--- src/rtl/enc_pkg.sv ---
`default_nettype none
// ============================================================================
//  Module   : enc_pkg
//  Purpose  : Shared types and constants for the rotary-encoder front end:
//             quadrature state encodings, sub-step values and the default
//             debounce length for a 50 MHz system clock.
//  Revision : 1.0 - initial release
// ============================================================================
package enc_pkg;

    // Quadrature states named after the debounced {A,B} pin levels.
    typedef enum logic [1:0] {
        S00 = 2'b00,
        S01 = 2'b01,
        S10 = 2'b10,
        S11 = 2'b11
    } quad_state_e;

    typedef logic signed [1:0] substep_t;

    localparam substep_t SUB_CW   = 2'sb01;   // +1
    localparam substep_t SUB_NONE = 2'sb00;   //  0
    localparam substep_t SUB_CCW  = 2'sb11;   // -1

    // 1 ms of stable input at 50 MHz.
    localparam int DEB_CYCLES_50M = 50000;

    // Direction of a single-bit quadrature move. Both-bit changes and
    // no-change both return SUB_NONE; the caller flags the former as an error.
    function automatic substep_t quad_substep(input quad_state_e prev,
                                              input quad_state_e cur);
        substep_t s;
        s = SUB_NONE;
        case ({prev, cur})
            {S11, S01}, {S01, S00}, {S00, S10}, {S10, S11}: s = SUB_CW;
            {S01, S11}, {S00, S01}, {S10, S00}, {S11, S10}: s = SUB_CCW;
            default:                                        s = SUB_NONE;
        endcase
        return s;
    endfunction

endpackage
`default_nettype wire

--- src/rtl/enc_debounce.sv ---
`default_nettype none
// ============================================================================
//  Module   : enc_debounce
//  Purpose  : Two-flop synchroniser followed by a counting debouncer. The
//             output adopts the synchronised level only after DEB_CYCLES
//             consecutive cycles of disagreement; any agreeing cycle restarts
//             the count. All stages preset to RST_VAL.
//  Revision : 1.0 - initial release
// ============================================================================
module enc_debounce #(
    parameter int   DEB_CYCLES = 50000,
    parameter logic RST_VAL    = 1'b1
) (
    input  logic clk,
    input  logic rst,
    input  logic pin_i,
    output logic db_o
);

    localparam int CNT_W = (DEB_CYCLES > 1) ? $clog2(DEB_CYCLES) : 1;
    localparam logic [CNT_W-1:0] CNT_LAST = CNT_W'(DEB_CYCLES - 1);

    logic             sync1_q;
    logic             sync2_q;
    logic             db_q;
    logic             db_d;
    logic [CNT_W-1:0] cnt_q;
    logic [CNT_W-1:0] cnt_d;

    // Synchroniser, debounced level and disagreement counter registers.
    always_ff @(posedge clk) begin
        if (rst) begin
            sync1_q <= RST_VAL;
            sync2_q <= RST_VAL;
            db_q    <= RST_VAL;
            cnt_q   <= '0;
        end else begin
            sync1_q <= pin_i;
            sync2_q <= sync1_q;
            db_q    <= db_d;
            cnt_q   <= cnt_d;
        end
    end

    // Count disagreeing cycles; flip the output on the last one.
    always_comb begin
        db_d  = db_q;
        cnt_d = '0;
        if (sync2_q != db_q) begin
            if (cnt_q == CNT_LAST) begin
                db_d = sync2_q;
            end else begin
                cnt_d = cnt_q + 1'b1;
            end
        end
    end

    assign db_o = db_q;

endmodule
`default_nettype wire

--- src/rtl/quad_encoder_ctrl.sv ---
`default_nettype none
// ============================================================================
//  Module   : quad_encoder_ctrl
//  Purpose  : Rotary-encoder front end. Debounces A/B/button pins, decodes
//             quadrature into a signed position with detent division,
//             saturating or wrapping limits, and produces step, error,
//             press and toggle outputs (all registered).
//  Revision : 1.0 - initial release
// ============================================================================
module quad_encoder_ctrl
    import enc_pkg::*;
#(
    parameter int CNT_W      = 16,
    parameter int DEB_CYCLES = DEB_CYCLES_50M,
    parameter int DETENT_DIV = 4,
    parameter int SATURATE   = 1
) (
    input  logic                    clk50m,
    input  logic                    rst,
    input  logic                    x_clk,
    input  logic                    x_dt,
    input  logic                    x_sw,
    input  logic                    clr,
    output logic signed [CNT_W-1:0] pos,
    output logic                    step_up,
    output logic                    step_dn,
    output logic                    quad_err,
    output logic                    btn_level,
    output logic                    btn_press,
    output logic                    btn_toggle
);

    localparam logic signed [3:0]       DIV_P   = 4'(DETENT_DIV);
    localparam logic signed [3:0]       DIV_N   = 4'sd0 - DIV_P;
    localparam logic signed [CNT_W-1:0] POS_ONE = CNT_W'(1);
    localparam logic signed [CNT_W-1:0] POS_MAX = {1'b0, {(CNT_W-1){1'b1}}};
    localparam logic signed [CNT_W-1:0] POS_MIN = {1'b1, {(CNT_W-1){1'b0}}};

    logic a_db;
    logic b_db;
    logic sw_db;

    enc_debounce #(.DEB_CYCLES(DEB_CYCLES), .RST_VAL(1'b1)) u_deb_a (
        .clk   (clk50m),
        .rst   (rst),
        .pin_i (x_clk),
        .db_o  (a_db)
    );

    enc_debounce #(.DEB_CYCLES(DEB_CYCLES), .RST_VAL(1'b1)) u_deb_b (
        .clk   (clk50m),
        .rst   (rst),
        .pin_i (x_dt),
        .db_o  (b_db)
    );

    enc_debounce #(.DEB_CYCLES(DEB_CYCLES), .RST_VAL(1'b1)) u_deb_sw (
        .clk   (clk50m),
        .rst   (rst),
        .pin_i (x_sw),
        .db_o  (sw_db)
    );

    // ------------------------------------------------------------------
    // Quadrature FSM: state tracks the last debounced {A,B}
    // ------------------------------------------------------------------
    quad_state_e state_q;
    quad_state_e state_d;
    quad_state_e cur_ab;
    substep_t    sub;
    logic        err_d;

    assign cur_ab = quad_state_e'({a_db, b_db});

    // State register; restarts from the idle S11 position.
    always_ff @(posedge clk50m) begin
        if (rst) begin
            state_q <= S11;
        end else begin
            state_q <= state_d;
        end
    end

    // Follow the pins; derive the sub-step and flag double-bit jumps.
    always_comb begin
        state_d = cur_ab;
        sub     = quad_substep(state_q, cur_ab);
        err_d   = ((state_q ^ cur_ab) == 2'b11);
    end

    // ------------------------------------------------------------------
    // Position limit handling
    // ------------------------------------------------------------------
    logic signed [CNT_W-1:0] pos_q;
    logic signed [CNT_W-1:0] pos_d;
    logic signed [CNT_W-1:0] pos_inc;
    logic signed [CNT_W-1:0] pos_dec;

    generate
        if (SATURATE != 0) begin : g_sat
            assign pos_inc = (pos_q == POS_MAX) ? pos_q : pos_q + POS_ONE;
            assign pos_dec = (pos_q == POS_MIN) ? pos_q : pos_q - POS_ONE;
        end else begin : g_wrap
            assign pos_inc = pos_q + POS_ONE;
            assign pos_dec = pos_q - POS_ONE;
        end
    endgenerate

    // ------------------------------------------------------------------
    // Detent accumulator, position and button next-state
    // ------------------------------------------------------------------
    logic signed [2:0] acc_q;
    logic signed [2:0] acc_d;
    logic signed [3:0] acc_sum;
    logic              step_up_q;
    logic              step_up_d;
    logic              step_dn_q;
    logic              step_dn_d;
    logic              err_q;
    logic              lvl_q;
    logic              lvl_d;
    logic              press_q;
    logic              press_d;
    logic              tog_q;
    logic              tog_d;

    // Accumulate sub-steps; a full detent emits a step and moves pos.
    // clr zeroes pos and accumulator but lets the step pulse through.
    always_comb begin
        acc_sum   = {acc_q[2], acc_q} + {{2{sub[1]}}, sub};
        step_up_d = (acc_sum == DIV_P);
        step_dn_d = (acc_sum == DIV_N);
        acc_d     = acc_sum[2:0];
        pos_d     = pos_q;
        if (step_up_d) begin
            acc_d = '0;
            pos_d = pos_inc;
        end else if (step_dn_d) begin
            acc_d = '0;
            pos_d = pos_dec;
        end
        if (clr) begin
            acc_d = '0;
            pos_d = '0;
        end
        lvl_d   = ~sw_db;
        press_d = ~sw_db & ~lvl_q;
        tog_d   = tog_q ^ press_d;
    end

    // Output and datapath registers.
    always_ff @(posedge clk50m) begin
        if (rst) begin
            acc_q     <= '0;
            pos_q     <= '0;
            step_up_q <= 1'b0;
            step_dn_q <= 1'b0;
            err_q     <= 1'b0;
            lvl_q     <= 1'b0;
            press_q   <= 1'b0;
            tog_q     <= 1'b0;
        end else begin
            acc_q     <= acc_d;
            pos_q     <= pos_d;
            step_up_q <= step_up_d;
            step_dn_q <= step_dn_d;
            err_q     <= err_d;
            lvl_q     <= lvl_d;
            press_q   <= press_d;
            tog_q     <= tog_d;
        end
    end

    assign pos        = pos_q;
    assign step_up    = step_up_q;
    assign step_dn    = step_dn_q;
    assign quad_err   = err_q;
    assign btn_level  = lvl_q;
    assign btn_press  = press_q;
    assign btn_toggle = tog_q;

endmodule
`default_nettype wire

--- config.mk ---
export PLATFORM = sky130hd
export DESIGN_NAME = quad_encoder_ctrl
export DESIGN_NICKNAME = d
export VERILOG_FILES = /design/src/rtl/enc_pkg.sv /design/src/rtl/enc_debounce.sv /design/src/rtl/quad_encoder_ctrl.sv
export SDC_FILE = /design/constraint.sdc
export NUM_CORES = 1
export LEC_CHECK = 0
export CORE_MARGIN = 10
export CORE_UTILIZATION = 55
export DETAILED_ROUTE_END_ITERATION = 6
export PLACE_DENSITY = 0.85
export SYNTH_ARGS = -nofsm -noshare
export SYNTH_HDL_FRONTEND = slang
export SYNTH_SLANG_ARGS = --single-unit
--- constraint.sdc ---
create_clock -name clk50m -period 4.8 [get_ports clk50m]
set_input_delay 0.72 -clock clk50m [delete_from_list [all_inputs] [get_ports clk50m]]
set_output_delay 0.72 -clock clk50m [all_outputs]
set_load 0.05 [all_outputs]
==> tab_implementation.tex <==
\begin{tabular}{lr}
\hline
Metric & Value \\
\hline
\multicolumn{2}{l}{\textbf{Outcome}} \\
\quad Status & finished, final reports clean \\
\multicolumn{2}{l}{\textbf{Detailed routing}} \\
\quad Top routing layer used & met4 \\
\quad Number of DRC violations after detailed-routing iteration 0 & 231 \\
\quad Final WL & 9007 um \\
\quad Met1 routed wirelength after detailed routing & 4225 um \\
\quad Vias & 3506 \\
\quad Detailed route wirelength on metal3 & 385 um \\
\quad Wire length on met2 & 4243 um \\
\quad Average detailed-routed wire length per instance & 14.46 um \\
\quad Detailed Routing Iterations Pass 1 & 4 \\
\quad Post-detailed-route count of antenna-violating nets & 0 \\
\quad Remaining design rule violation count & 0 \\
\quad Average vias per placed instance & 5.628 \\
\multicolumn{2}{l}{\textbf{Pwr}} \\
\quad Sequential Power Share & 57.5\% \\
\quad Overall Power & 1.218 mW \\
\quad Power share of the clock group & 40.9\% \\
\quad Power Dens Cells & 247.3 mW/mm\^{}2 \\
\quad Total leakage power & 1.807 nW \\
\quad Combinational power share & 1.6\% \\
\quad Switching Fraction & 21.97\% \\
\quad Switching power & 0.2676 mW \\
\quad Power Internal & 0.9502 mW \\
\quad Max IR drop VDD & 0.2038 mV \\
\multicolumn{2}{l}{\textbf{Worst hold path}} \\
\quad Hold wc startpoint & u\_deb\_sw.sync1\_q\$\_SDFF\_PP1\_ \\
\quad Min-Delay Path Class & flip-flop to flip-flop \\
\quad Depth of the worst hold-timing path & 1 \\
\quad Sink of the worst hold path & u\_deb\_sw.sync2\_q\$\_SDFF\_PP1\_ \\
\multicolumn{2}{l}{\textbf{Clocking}} \\
\quad Maximum root-to-sink buffer count & 2 \\
\quad Clock tree from TritonCTS & built \\
\quad Root Buffer & clkbuf\_8 \\
\quad Hold-fix buffers, CTS & 0 \\
\quad Clock buffer count from CTS & 9 \\
\quad Count of clock tree sinks & 84 \\
\quad Insertion delay of the later-clocked pin in the worst-skew pair & 0.35 ns \\
\quad Count of H-tree levels built during CTS & 3 \\
\quad Clock transition at path regs & 0.09 ns \\
\multicolumn{2}{l}{\textbf{Finish}} \\
\quad Area occupied by multi-input gates & 0.002579 mm\^{}2 \\
\quad Final layout net count & 549 \\
\quad Proportion of layout cells with a drive suffix above 1 & 7.102\% \\
\quad Post-route non-filler standard cell count & 623 \\
\quad Antenna Cells & 0 \\
\quad Design Area, Final & 0.004925 mm\^{}2 \\
\quad Highest-count cells in the layout ignoring fill and taps & dfxtp\_1, nor2\_1, xnor2\_1 \\
\quad P\&R area growth vs syn & 12.59\% \\
\quad Most common library cell in the layout ignoring fill and taps & dfxtp\_1 \\
\quad Final-layout fill cell count & 640 \\
\quad Footprint of the flip-flops and latches & 0.001682 mm\^{}2 \\
\quad Final core utilization & 63.73\% \\
\multicolumn{2}{l}{\textbf{Global routing}} \\
\quad Global-route wire length before repair & 16010 um \\
\quad Aggregate global routing overflow & 0 \\
\quad Number of antenna violations at the first check in global routing & 0 \\
\quad Overall routing resource usage & 16.09\% \\
\quad Vias in the first global route & 3550 \\
\quad Maximum number of pins on one net before global-route repair & 19 \\
\multicolumn{2}{l}{\textbf{Worst setup path}} \\
\quad Register-to-register setup slack & 0.49 ns \\
\quad Arrival time of the worst setup path & 4.54 ns \\
\quad Most frequent cell on the critical path & ha\_1 \\
\quad CP max stage cell & or4b\_1 \\
\quad Data required time at the worst endpoint & 5.03 ns \\
\quad Category of the critical setup timing path & flip-flop to flip-flop \\
\quad Critical path's largest stage delay & 0.56 ns \\
\quad Critical Path, Cell by Cell & inv\_1 -> ha\_1 -> xnor2\_1 -> xnor2\_1 -> ha\_1 -> fa\_1 -> nor2\_1 -> a32oi\_4 -> buf\_4 -> ha\_1 -> nand3\_1 -> or4b\_1 -> o2111ai\_1 -> o211ai\_1 \\
\quad Worst-path maximum fanout & 13 \\
\quad Worst reg-to-reg path cell count & 14 \\
\quad Critical path endpoint category & flip-flop \\
\quad Startpoint of the worst register-to-register path & u\_deb\_a.db\_o\$\_SDFFE\_PP1P\_ \\
\quad Worst reg2reg path endpoint & pos[14]\$\_SDFFE\_PP0P\_ \\
\quad Startpoint type of the worst setup path & flip-flop \\
\quad Buffering stage count on the worst path with inverters included & 2 \\
\quad Cell type group with the largest total delay on the critical path & adder cells \\
\multicolumn{2}{l}{\textbf{Floorplan}} \\
\quad Placeable core area & 0.007727 mm\^{}2 \\
\quad Area of the die & 0.01192 mm\^{}2 \\
\quad Number of standard-cell rows in the floorplan & 32 \\
\quad Overall die width & 109.2 um \\
\quad Initial standard-cell utilization of the core & 56.61\% \\
\quad Ports & 28 \\
\quad Die extent in y & 109.2 um \\
\multicolumn{2}{l}{\textbf{Yosys}} \\
\quad Post-Synthesis Net Count & 520 \\
\quad Proportion of register bits with asynchronous set or reset after synthesis & 0\% \\
\quad Post-synth EDFFs & 0 \\
\quad Syn\_area\_per\_cell & 8.982 um\^{}2 \\
\quad Primary FF master, synth & dfxtp\_1 \\
\quad Unique cell type count in the Yosys netlist & 57 \\
\quad Count of yosys warnings during synthesis & 0 \\
\quad Gate count of the mapped netlist & 487 \\
\quad Part of the Yosys area used for sequential elements & 38.44\% \\
\quad Cell area after technology mapping & 0.004374 mm\^{}2 \\
\quad Yosys reg bits & 84 \\
\multicolumn{2}{l}{\textbf{Timing}} \\
\quad Worst hold margin & 0.4200 ns \\
\quad Final setup skew & 0.01083 ns \\
\quad Fin. max-slew vios & 0 \\
\quad Final critical-path setup slack & 0.4902 ns \\
\quad Slew @ Worst Pin & 1.021 ns \\
\quad Unrepaired setup endpoints after global routing & no \\
\quad Time the final worst path needs with I/O delays and setup & 4.310 ns \\
\quad Final period utilization & 89.79\% \\
\quad Highest Clock Rate & 0.2320 GHz \\
\quad Final number of setup-violating endpoints & 0 \\
\quad Hold Violations, Final & 0 \\
\quad Max\_slew headroom & 31.71\% \\
\quad Post-Route Setup TNS & 0 ns \\
\multicolumn{2}{l}{\textbf{Placed design}} \\
\quad Number of instances in the placed design & 607 \\
\quad Buffers added on ports & 27 \\
\quad Detail Placement HPWL & 6521 um \\
\quad GPL Wtd Cong & 0.9053 \\
\quad Standard cell area after detailed placement & 0.004722 mm\^{}2 \\
\quad Placement-stage worst setup slack & 0.3224 ns \\
\multicolumn{2}{l}{\textbf{Job}} \\
\quad Number of violations of the max-capacitance limit & 0 \\
\hline
\end{tabular}
[power by group through the flow]
stage | Clock [mW] | Combinational, mW | Sequential [mW]
floorplan | 0 | 0.0121 | 0.717
global placement | 0 | 0.0188 | 0.717
detailed placement | 0 | 0.0193 | 0.717
CTS | 0.506 | 0.0196 | 0.701
global route | 0.535 | 0.0218 | 0.701
finish | 0.498 | 0.0193 | 0.701
[cell type report]
cell class | instances | area share (%)
Timing Repair Buffer | 29 | 5.793
Sequential cell | 84 | 34.15
Clock buffer | 11 | 2.668
Inverter | 16 | 1.220
Multi-Input combinational cell | 376 | 52.36
Clock inverter | 5 | 1.220
Tap cell | 102 | 2.591
[per-layer routing]
layer,vias to the layer above,track usage (%)
met4,0,6.227
met3,16,3.776
met5,-,0
met1,1631,19.53
li1,1792,-
met2,67,26.99
[what timing repair did]
action                                 CTS  global route
buffers inserted                         0             0
endpoints found under the hold margin    0             0
setup endpoints to repair                0             2
resized for setup                        0             1
[sequential cells by signal, summed over array words and instances, names as in the netlist, 2 cells and up]
signal          count
pos                16
u_deb_sw.cnt_q     16
acc_q               3
state_q             2
u_deb_a.cnt_q      16
u_deb_b.cnt_q      16
[Yosys cell counts, drive strengths merged, types with 7 or more instances]
library cell | instances | area (um^2)
a21oi | 21 | 108.9
and2 | 8 | 52.55
and3 | 11 | 68.82
buf | 7 | 50.05
dfxtp | 84 | 1682
ha | 25 | 312.8
inv | 16 | 60.06
nand2 | 30 | 112.6
nand3 | 25 | 125.1
nand4 | 8 | 50.05
nor2 | 71 | 266.5
nor3 | 11 | 55.05
nor4 | 9 | 77.57
o211ai | 11 | 82.58
o21ai | 9 | 45.04
or2 | 7 | 43.79
or3 | 7 | 43.79
xnor2 | 33 | 289.0
xor2 | 24 | 210.2
[worst max path at each step]
stage               cells after the start                    to                 startpoint  slack, ns
floorplan                              15  pos[12]$_SDFFE_PP0P_  u_deb_a.db_o$_SDFFE_PP1P_       0.62
global placement                       15  pos[12]$_SDFFE_PP0P_  u_deb_a.db_o$_SDFFE_PP1P_       0.61
detailed placement                     15  pos[12]$_SDFFE_PP0P_  u_deb_a.db_o$_SDFFE_PP1P_       0.32
CTS                                    15  pos[12]$_SDFFE_PP0P_  u_deb_a.db_o$_SDFFE_PP1P_       0.32
global route                           15  pos[13]$_SDFFE_PP0P_  u_deb_a.db_o$_SDFFE_PP1P_       0.13
finish                                 14  pos[14]$_SDFFE_PP0P_  u_deb_a.db_o$_SDFFE_PP1P_       0.49
[kinds of logic after synthesis]
logic type / Yosys count / synth area share, %
AO/OA/AOI/OAI: 75 / 12.21
XOR/XNOR: 57 / 11.41
adder cells (fa/ha/maj): 27 / 8.066
buffers and inverters: 27 / 2.860
flip-flops: 84 / 38.44
multiplexers: 3 / 1.001
AND/OR/NAND/NOR: 214 / 26.00
Note: power is estimated with default switching activity, not from simulation.
